$ cat src/rtl/alu_sequencer_if.sv
// Command, ALU-control and result signals between the sequencer and its neighbours.
// slave = sequencer side, master = command source / ALU / result consumer side.
interface alu_sequencer_if #(
  parameter int WIDTH = 16
);
  logic             cmd_valid;
  logic             cmd_ready;
  logic [1:0]       cmd_op;
  logic [4:0]       cmd_alu_op;
  logic [WIDTH-1:0] cmd_data;

  logic [4:0]       alu_opcode;
  logic [WIDTH-1:0] alu_operand;
  logic             alu_write;
  logic             alu_writeu;
  logic             alu_read;
  logic [WIDTH-1:0] alu_accout;
  logic             alu_flag;

  logic             result_valid;
  logic [WIDTH-1:0] result_data;
  logic             err;

  modport slave (
    input  cmd_valid, cmd_op, cmd_alu_op, cmd_data, alu_accout, alu_flag,
    output cmd_ready, alu_opcode, alu_operand, alu_write, alu_writeu, alu_read,
           result_valid, result_data, err
  );

  modport master (
    output cmd_valid, cmd_op, cmd_alu_op, cmd_data, alu_accout, alu_flag,
    input  cmd_ready, alu_opcode, alu_operand, alu_write, alu_writeu, alu_read,
           result_valid, result_data, err
  );
endinterface

$ cat src/rtl/alu_sequencer.sv
// Command sequencer in front of the accumulator ALU: one command at a time,
// split 16-bit loads, accumulator readback and compare-flag capture.
//
// state   | meaning
// --------+-----------------------------------------------------------
// S_IDLE  | ready for a command; NOP and illegal EXEC stay here
// S_EXEC  | opcode/operand presented to the ALU for one cycle
// S_FLAG  | ALU flag valid; captured into result_data
// S_LD_LO | ALU write with low 12 bits of the load value
// S_LD_HI | ALU writeu with the upper nibble of the load value
// S_RD    | ALU read asserted; accumulator captured into result_data
module alu_sequencer #(
  parameter int WIDTH = 16
) (
  input  logic            clk,
  input  logic            rst,
  alu_sequencer_if.slave  bus
);

  localparam int LO_W = WIDTH - 4;

  localparam logic [1:0] CMD_NOP  = 2'd0;
  localparam logic [1:0] CMD_EXEC = 2'd1;
  localparam logic [1:0] CMD_LOAD = 2'd2;
  localparam logic [1:0] CMD_READ = 2'd3;

  localparam logic [4:0] OP_NOP  = 5'h00;
  localparam logic [4:0] OP_CL   = 5'h0A;
  localparam logic [4:0] OP_CG   = 5'h0B;
  localparam logic [4:0] OP_CE   = 5'h0C;
  localparam logic [4:0] OP_LAST = 5'h0E;
  localparam logic [4:0] OP_NOTF = 5'h10;

  typedef enum logic [2:0] {
    S_IDLE,
    S_EXEC,
    S_FLAG,
    S_LD_LO,
    S_LD_HI,
    S_RD
  } state_t;

  state_t           r_state;
  logic [4:0]       r_alu_opcode;
  logic [WIDTH-1:0] r_alu_operand;
  logic             r_alu_write;
  logic             r_alu_writeu;
  logic             r_alu_read;
  logic             r_result_valid;
  logic [WIDTH-1:0] r_result_data;
  logic             r_err;
  logic [3:0]       r_hi_nib;

  state_t           w_nxt_state;
  logic [4:0]       w_alu_opcode;
  logic [WIDTH-1:0] w_alu_operand;
  logic             w_alu_write;
  logic             w_alu_writeu;
  logic             w_alu_read;
  logic             w_result_valid;
  logic [WIDTH-1:0] w_result_data;
  logic             w_err;
  logic [3:0]       w_hi_nib;
  logic             w_cmd_ready;
  logic             w_accept;
  logic             w_legal_op;
  logic             w_flag_op;

  assign w_cmd_ready = (r_state == S_IDLE) & ~rst;
  assign w_accept    = bus.cmd_valid & w_cmd_ready;

  assign w_legal_op  = (bus.cmd_alu_op <= OP_LAST) || (bus.cmd_alu_op == OP_NOTF);

  // r_alu_opcode still holds the latched opcode while in S_EXEC
  assign w_flag_op   = (r_alu_opcode == OP_CL) || (r_alu_opcode == OP_CG) ||
                       (r_alu_opcode == OP_CE) || (r_alu_opcode == OP_NOTF);

  // Outputs are computed for the state being entered and registered with it,
  // so each ALU control value lines up with the state that owns it.
  always_comb begin
    w_nxt_state    = r_state;
    w_alu_opcode   = OP_NOP;
    w_alu_operand  = '0;
    w_alu_write    = 1'b0;
    w_alu_writeu   = 1'b0;
    w_alu_read     = 1'b0;
    w_result_valid = 1'b0;
    w_result_data  = r_result_data;
    w_err          = 1'b0;
    w_hi_nib       = r_hi_nib;

    case (r_state)
      S_IDLE: begin
        if (w_accept) begin
          case (bus.cmd_op)
            CMD_NOP: begin
              w_nxt_state = S_IDLE;
            end
            CMD_EXEC: begin
              if (w_legal_op) begin
                w_nxt_state   = S_EXEC;
                w_alu_opcode  = bus.cmd_alu_op;
                w_alu_operand = bus.cmd_data;
              end else begin
                w_err = 1'b1;
              end
            end
            CMD_LOAD: begin
              w_nxt_state   = S_LD_LO;
              w_alu_write   = 1'b1;
              w_alu_operand = {4'b0000, bus.cmd_data[LO_W-1:0]};
              w_hi_nib      = bus.cmd_data[WIDTH-1 -: 4];
            end
            CMD_READ: begin
              w_nxt_state = S_RD;
              w_alu_read  = 1'b1;
            end
            default: begin
              w_nxt_state = S_IDLE;
            end
          endcase
        end
      end

      S_EXEC: begin
        w_nxt_state = w_flag_op ? S_FLAG : S_IDLE;
      end

      S_FLAG: begin
        w_nxt_state    = S_IDLE;
        w_result_valid = 1'b1;
        w_result_data  = {{(WIDTH-1){1'b0}}, bus.alu_flag};
      end

      S_LD_LO: begin
        w_nxt_state   = S_LD_HI;
        w_alu_writeu  = 1'b1;
        w_alu_operand = {{LO_W{1'b0}}, r_hi_nib};
      end

      S_LD_HI: begin
        w_nxt_state = S_IDLE;
      end

      S_RD: begin
        w_nxt_state    = S_IDLE;
        w_result_valid = 1'b1;
        w_result_data  = bus.alu_accout;
      end

      default: begin
        w_nxt_state = S_IDLE;
      end
    endcase
  end

  always_ff @(posedge clk or posedge rst) begin
    if (rst) begin
      r_state        <= S_IDLE;
      r_alu_opcode   <= OP_NOP;
      r_alu_operand  <= '0;
      r_alu_write    <= 1'b0;
      r_alu_writeu   <= 1'b0;
      r_alu_read     <= 1'b0;
      r_result_valid <= 1'b0;
      r_result_data  <= '0;
      r_err          <= 1'b0;
      r_hi_nib       <= 4'h0;
    end else begin
      r_state        <= w_nxt_state;
      r_alu_opcode   <= w_alu_opcode;
      r_alu_operand  <= w_alu_operand;
      r_alu_write    <= w_alu_write;
      r_alu_writeu   <= w_alu_writeu;
      r_alu_read     <= w_alu_read;
      r_result_valid <= w_result_valid;
      r_result_data  <= w_result_data;
      r_err          <= w_err;
      r_hi_nib       <= w_hi_nib;
    end
  end

  assign bus.cmd_ready    = w_cmd_ready;
  assign bus.alu_opcode   = r_alu_opcode;
  assign bus.alu_operand  = r_alu_operand;
  assign bus.alu_write    = r_alu_write;
  assign bus.alu_writeu   = r_alu_writeu;
  assign bus.alu_read     = r_alu_read;
  assign bus.result_valid = r_result_valid;
  assign bus.result_data  = r_result_data;
  assign bus.err          = r_err;

endmodule

$ cat src/flat_wrapper.sv
// flat-port wrapper written by rule: the top's interface ports become plain ports
module alu_sequencer_flat 
#(
  parameter int WIDTH = 16
)
  (clk, rst, bus_cmd_valid, bus_cmd_op, bus_cmd_alu_op, bus_cmd_data, bus_alu_accout, bus_alu_flag, bus_cmd_ready, bus_alu_opcode, bus_alu_operand, bus_alu_write, bus_alu_writeu, bus_alu_read, bus_result_valid, bus_result_data, bus_err);
  alu_sequencer_if #(.WIDTH(WIDTH)) bus_i ();
  input  logic clk;
  input  logic rst;
  input wire logic [$bits(bus_i.cmd_valid)-1:0] bus_cmd_valid;
  input wire logic [$bits(bus_i.cmd_op)-1:0] bus_cmd_op;
  input wire logic [$bits(bus_i.cmd_alu_op)-1:0] bus_cmd_alu_op;
  input wire logic [$bits(bus_i.cmd_data)-1:0] bus_cmd_data;
  input wire logic [$bits(bus_i.alu_accout)-1:0] bus_alu_accout;
  input wire logic [$bits(bus_i.alu_flag)-1:0] bus_alu_flag;
  output wire logic [$bits(bus_i.cmd_ready)-1:0] bus_cmd_ready;
  output wire logic [$bits(bus_i.alu_opcode)-1:0] bus_alu_opcode;
  output wire logic [$bits(bus_i.alu_operand)-1:0] bus_alu_operand;
  output wire logic [$bits(bus_i.alu_write)-1:0] bus_alu_write;
  output wire logic [$bits(bus_i.alu_writeu)-1:0] bus_alu_writeu;
  output wire logic [$bits(bus_i.alu_read)-1:0] bus_alu_read;
  output wire logic [$bits(bus_i.result_valid)-1:0] bus_result_valid;
  output wire logic [$bits(bus_i.result_data)-1:0] bus_result_data;
  output wire logic [$bits(bus_i.err)-1:0] bus_err;
  assign bus_i.cmd_valid = bus_cmd_valid;
  assign bus_i.cmd_op = bus_cmd_op;
  assign bus_i.cmd_alu_op = bus_cmd_alu_op;
  assign bus_i.cmd_data = bus_cmd_data;
  assign bus_i.alu_accout = bus_alu_accout;
  assign bus_i.alu_flag = bus_alu_flag;
  assign bus_cmd_ready = bus_i.cmd_ready;
  assign bus_alu_opcode = bus_i.alu_opcode;
  assign bus_alu_operand = bus_i.alu_operand;
  assign bus_alu_write = bus_i.alu_write;
  assign bus_alu_writeu = bus_i.alu_writeu;
  assign bus_alu_read = bus_i.alu_read;
  assign bus_result_valid = bus_i.result_valid;
  assign bus_result_data = bus_i.result_data;
  assign bus_err = bus_i.err;
  alu_sequencer #(.WIDTH(WIDTH)) u_core (.clk(clk), .rst(rst), .bus(bus_i));
endmodule
$ cat config.mk
export PLATFORM = sky130hd
export DESIGN_NAME = alu_sequencer_flat
export DESIGN_NICKNAME = d
export VERILOG_FILES = /design/src/rtl/alu_sequencer_if.sv /design/src/rtl/alu_sequencer.sv /design/src/flat_wrapper.sv
export SDC_FILE = /design/constraint.sdc
export NUM_CORES = 1
export LEC_CHECK = 0
export ABC_AREA = 1
export BUFFER_PORTS_ARGS = -buffer_cell sky130_fd_sc_hd__buf_2
export CELL_PAD_IN_SITES_DETAIL_PLACEMENT = 0
export CELL_PAD_IN_SITES_GLOBAL_PLACEMENT = 1
export CORE_MARGIN = 1
export CORE_UTILIZATION = 37
export DETAILED_ROUTE_END_ITERATION = 8
export PLACE_DENSITY_LB_ADDON = 0.2
export REMOVE_ABC_BUFFERS = 1
export SLEW_MARGIN = 20
export SYNTH_ARGS = -nofsm -noshare
export SYNTH_HDL_FRONTEND = slang
export SYNTH_SLANG_ARGS = --single-unit
export TNS_END_PERCENT = 30
$ cat constraint.sdc
create_clock -name clk -period 2.79 [get_ports clk]
set_input_delay 0.279 -clock clk [delete_from_list [all_inputs] [get_ports clk]]
set_output_delay 0.279 -clock clk [all_outputs]
set_load 0.005 [all_outputs]
==> impl_metrics.prom <==
# TYPE chip_impl_metric gauge
chip_impl_metric{name="post_synth_xor_area_fraction",unit="%"} 0
chip_impl_metric{name="clock_tree.htree_level_count",unit=""} 2
chip_impl_metric{name="detail-route-antenna-nets",unit=""} 0
chip_impl_metric{name="via_density_per_instance",unit=""} 4.45
chip_impl_metric{name="fin_worst_setup_slack",unit="ns"} 0.972
chip_impl_info{name="final_common_cell",value="sky130_fd_sc_hd__buf_2"} 1
chip_impl_metric{name="core_area",unit="um^2"} 5510
chip_impl_metric{name="grt_first_pass_wirelength",unit="mm"} 7.87
chip_impl_metric{name="ys_seq_area_share",unit="%"} 58.3
chip_impl_metric{name="layout_cells_sized_above_1",unit="%"} 33.5
chip_impl_metric{name="cts_resized",unit=""} 0
chip_impl_metric{name="maximum_number_of_pins_on_one_net_before_global_route_repair",unit=""} 50
chip_impl_metric{name="first_global_vias",unit=""} 1684
chip_impl_metric{name="groute.usage.overall",unit="%"} 16.8
chip_impl_metric{name="initial_utilization",unit="%"} 38.2
chip_impl_metric{name="synthAdderAreaFrac",unit="%"} 2.97
chip_impl_metric{name="timing.final.max_slew_violations",unit=""} 0
chip_impl_metric{name="path_clk_slew",unit="ns"} 0.09
chip_impl_metric{name="fin_setup_tns",unit="ns"} 0
chip_impl_metric{name="layout-area-overhead-vs-synth",unit="%"} 28.9
chip_impl_metric{name="clock_path_buffers",unit=""} 2
chip_impl_info{name="hold_path_class",value="primary input to asynchronous set/reset pin"} 1
chip_impl_metric{name="leakagePower",unit="nW"} 1.53
chip_impl_metric{name="finalSetupViolations",unit=""} 0
chip_impl_info{name="grt_setup_unrepaired",value="no"} 1
chip_impl_metric{name="yosys-mux-area-fraction",unit="%"} 0
chip_impl_metric{name="die_h",unit="um"} 77.4
chip_impl_info{name="critical_path.endpoint_type",value="register"} 1
chip_impl_metric{name="place_hpwl",unit="mm"} 3.15
chip_impl_metric{name="filler_cell_count",unit=""} 557
chip_impl_info{name="critPathLaunchType",value="register"} 1
chip_impl_metric{name="postSynthAreaPerCell",unit="um^2"} 9.18
chip_impl_metric{name="final_weighted_congestion_in_routability_driven_placement",unit=""} 0.687
chip_impl_metric{name="final_core_density",unit="%"} 49.2
chip_impl_metric{name="postCtsSetupBuffers",unit=""} 0
chip_impl_metric{name="first_iteration_detailed_routing_drc_count",unit=""} 67
chip_impl_metric{name="final_hold_viol_count",unit=""} 0
chip_impl_metric{name="yosys_warnings",unit=""} 0
chip_impl_metric{name="routed_wire_length",unit="mm"} 4.47
chip_impl_metric{name="cts.sink_count",unit=""} 49
chip_impl_info{name="mostFrequentLayoutCells",value="85 x sky130_fd_sc_hd__buf_2, 49 x sky130_fd_sc_hd__dfrtp_1, 45 x sky130_fd_sc_hd__nand2_1, 31 x sky130_fd_sc_hd__inv_1, 23 x sky130_fd_sc_hd__o21ai_0"} 1
chip_impl_metric{name="cp_max_fo",unit=""} 32
chip_impl_metric{name="nNetsFinal",unit=""} 363
chip_impl_info{name="tritoncts",value="yes"} 1
chip_impl_metric{name="synth_enable_flop_cells",unit=""} 0
chip_impl_info{name="clk_root_buffer_cell",value="sky130_fd_sc_hd__clkbuf_8"} 1
chip_impl_metric{name="timing.clock.skew",unit="ns"} 0.00728
chip_impl_metric{name="ctsHoldBuffers",unit=""} 0
chip_impl_metric{name="ir_drop",unit="uV"} 292
chip_impl_metric{name="hold_ws",unit="ns"} 0.182
chip_impl_metric{name="io_pins",unit=""} 86
chip_impl_metric{name="finalCriticalPeriod",unit="ns"} 1.82
chip_impl_metric{name="synth.lib_cells_used.distinct",unit=""} 21
chip_impl_metric{name="floorplan.rows",unit=""} 27
chip_impl_metric{name="synth-simple-area-share",unit="%"} 23.0
chip_impl_info{name="critical_path_class",value="register to register"} 1
chip_impl_metric{name="antenna-diode-count",unit=""} 0
chip_impl_metric{name="die_area",unit="um^2"} 5990
chip_impl_metric{name="number_of_i_o_port_buffers",unit=""} 85
chip_impl_metric{name="critPathArrivalTime",unit="ns"} 1.96
chip_impl_metric{name="fp.dieW",unit="um"} 77.4
chip_impl_metric{name="power_density",unit="nW/um^2"} 764
chip_impl_metric{name="max_cap_viols",unit=""} 0
chip_impl_metric{name="route.vias.total",unit=""} 1728
chip_impl_info{name="combinational_family_with_the_most_area_after_synthesis",value="simple AND/OR/NAND/NOR gates"} 1
chip_impl_metric{name="drc",unit=""} 0
chip_impl_metric{name="max_slew.worst_pin.slew",unit="ns"} 0.956
chip_impl_metric{name="place_ws",unit="ns"} 0.984
chip_impl_metric{name="timing.max_slew.rel_slack",unit="%"} 36.1
chip_impl_metric{name="postSynthRegisterBits",unit=""} 49
chip_impl_metric{name="firstDrtPassIters",unit=""} 4
chip_impl_metric{name="cts_made_buffers",unit=""} 5
chip_impl_metric{name="post-route-period-util",unit="%"} 65.2
chip_impl_metric{name="syn-cell-area",unit="um^2"} 2100
chip_impl_metric{name="total_power",unit="mW"} 2.07
chip_impl_metric{name="avgRoutedWirePerCell",unit="um"} 11.5
chip_impl_metric{name="post_synthesis_cell_count",unit=""} 229
chip_impl_metric{name="rrSetupSlack",unit="ns"} 0.97
chip_impl_metric{name="synth_area_in_compound_gates",unit="%"} 8.21
chip_impl_metric{name="worstPathRequired",unit="ns"} 2.93
chip_impl_metric{name="timing.fmax",unit="MHz"} 550
chip_impl_metric{name="clock_insertion_delay_worst_skew",unit="ns"} 0.30
chip_impl_info{name="status",value="completed"} 1
chip_impl_info{name="synth_ff_type",value="sky130_fd_sc_hd__dfrtp_1"} 1
chip_impl_metric{name="grt_antenna_before_repair",unit=""} 0
chip_impl_metric{name="synth-async-reset-ratio",unit="%"} 100
chip_impl_metric{name="grt-ovfl-total",unit=""} 0
cells in the mapped netlist, types with 2 or more instances:
cell	instances	share of area, %
sky130_fd_sc_hd__a21oi_1	10	2.4
sky130_fd_sc_hd__buf_2	4	0.95
sky130_fd_sc_hd__clkbuf_1	2	0.36
sky130_fd_sc_hd__dfrtp_1	49	58
sky130_fd_sc_hd__ha_1	5	3.0
sky130_fd_sc_hd__inv_1	32	5.7
sky130_fd_sc_hd__nand2_1	45	8.0
sky130_fd_sc_hd__nand3_1	22	5.2
sky130_fd_sc_hd__nor2_1	20	3.6
sky130_fd_sc_hd__nor2_4	2	1.1
sky130_fd_sc_hd__nor3_1	3	0.71
sky130_fd_sc_hd__nor3_2	4	1.9
sky130_fd_sc_hd__o21ai_0	23	5.5
metal layers:
metal / routed length [um] / part of all wire (%) / track usage [%]
met1: 2110 / 47 / 22.8
met2: 2020 / 45 / 25.9
met3: 296 / 6.6 / 4.94
met4: 36 / 0.81 / 5.09
met5: 0 / 0 / 0
final timing paths:
check                                        start                    endpoint  cells after the start
worst max-delay path             u_core.r_state[1]   u_core.bus.result_data[8]                      4
worst min-delay path                           rst   u_core.bus.result_data[0]                      3
worst max register to register   u_core.r_state[1]   u_core.bus.result_data[8]                      4
worst min register to register  u_core.r_hi_nib[2]   u_core.bus.alu_operand[2]                      2
max in group asynchronous                      rst  u_core.bus.alu_operand[14]                      3
min in group clk                  bus_cmd_data[11]  u_core.bus.alu_operand[11]                      3
critical path, cell delays in order, from the launching register on:
cell	delay, ns
sky130_fd_sc_hd__dfrtp_1	0.43
sky130_fd_sc_hd__inv_1	0.12
sky130_fd_sc_hd__nand3_1	0.67
sky130_fd_sc_hd__nand3_1	0.32
sky130_fd_sc_hd__o21ai_0	0.12
layout make-up:
type	count	area, um^2	share of cell area (%)
Clock buffer	6	82.6	3.05
Clock inverter	2	37.5	1.38
Multi-Input combinational cell	140	718	26.5
Sequential cell	49	1230	45.2
Timing Repair Buffer	86	433	16.0
Tap cell	72	90.1	3.32
Inverter	33	124	4.57
state kept, by name (all words and copies together) (netlist names):
signal	flops
u_core.bus.err	1
u_core.bus.alu_read	1
u_core.bus.alu_write	1
u_core.bus.alu_writeu	1
u_core.bus.result_valid	1
u_core.bus.result_data	16
u_core.r_state	3
u_core.bus.alu_operand	16
u_core.bus.alu_opcode	5
u_core.r_hi_nib	4
through the flow:
step / instance area (um^2) / std cells
2_1_floorplan: 2070 / 222
3_3_place_gp: 2590 / 380
3_5_place_dp: 2590 / 380
4_1_cts: 2710 / 388
5_1_grt: 2710 / 388
6_report: 2710 / 388
where the power goes:
group,internal (mW),switching [mW],total [mW]
sequential,0.881,0.0950,0.976
combinational,0.248,0.319,0.566
clock,0.292,0.236,0.528
cells by family after synthesis:
group,Yosys count
AND/OR/NAND/NOR,101
flip-flops,49
buffers and inverters,40
AO/OA/AOI/OAI,34
adder cells (fa/ha/maj),5
Note: power is estimated with default switching activity, not from simulation.
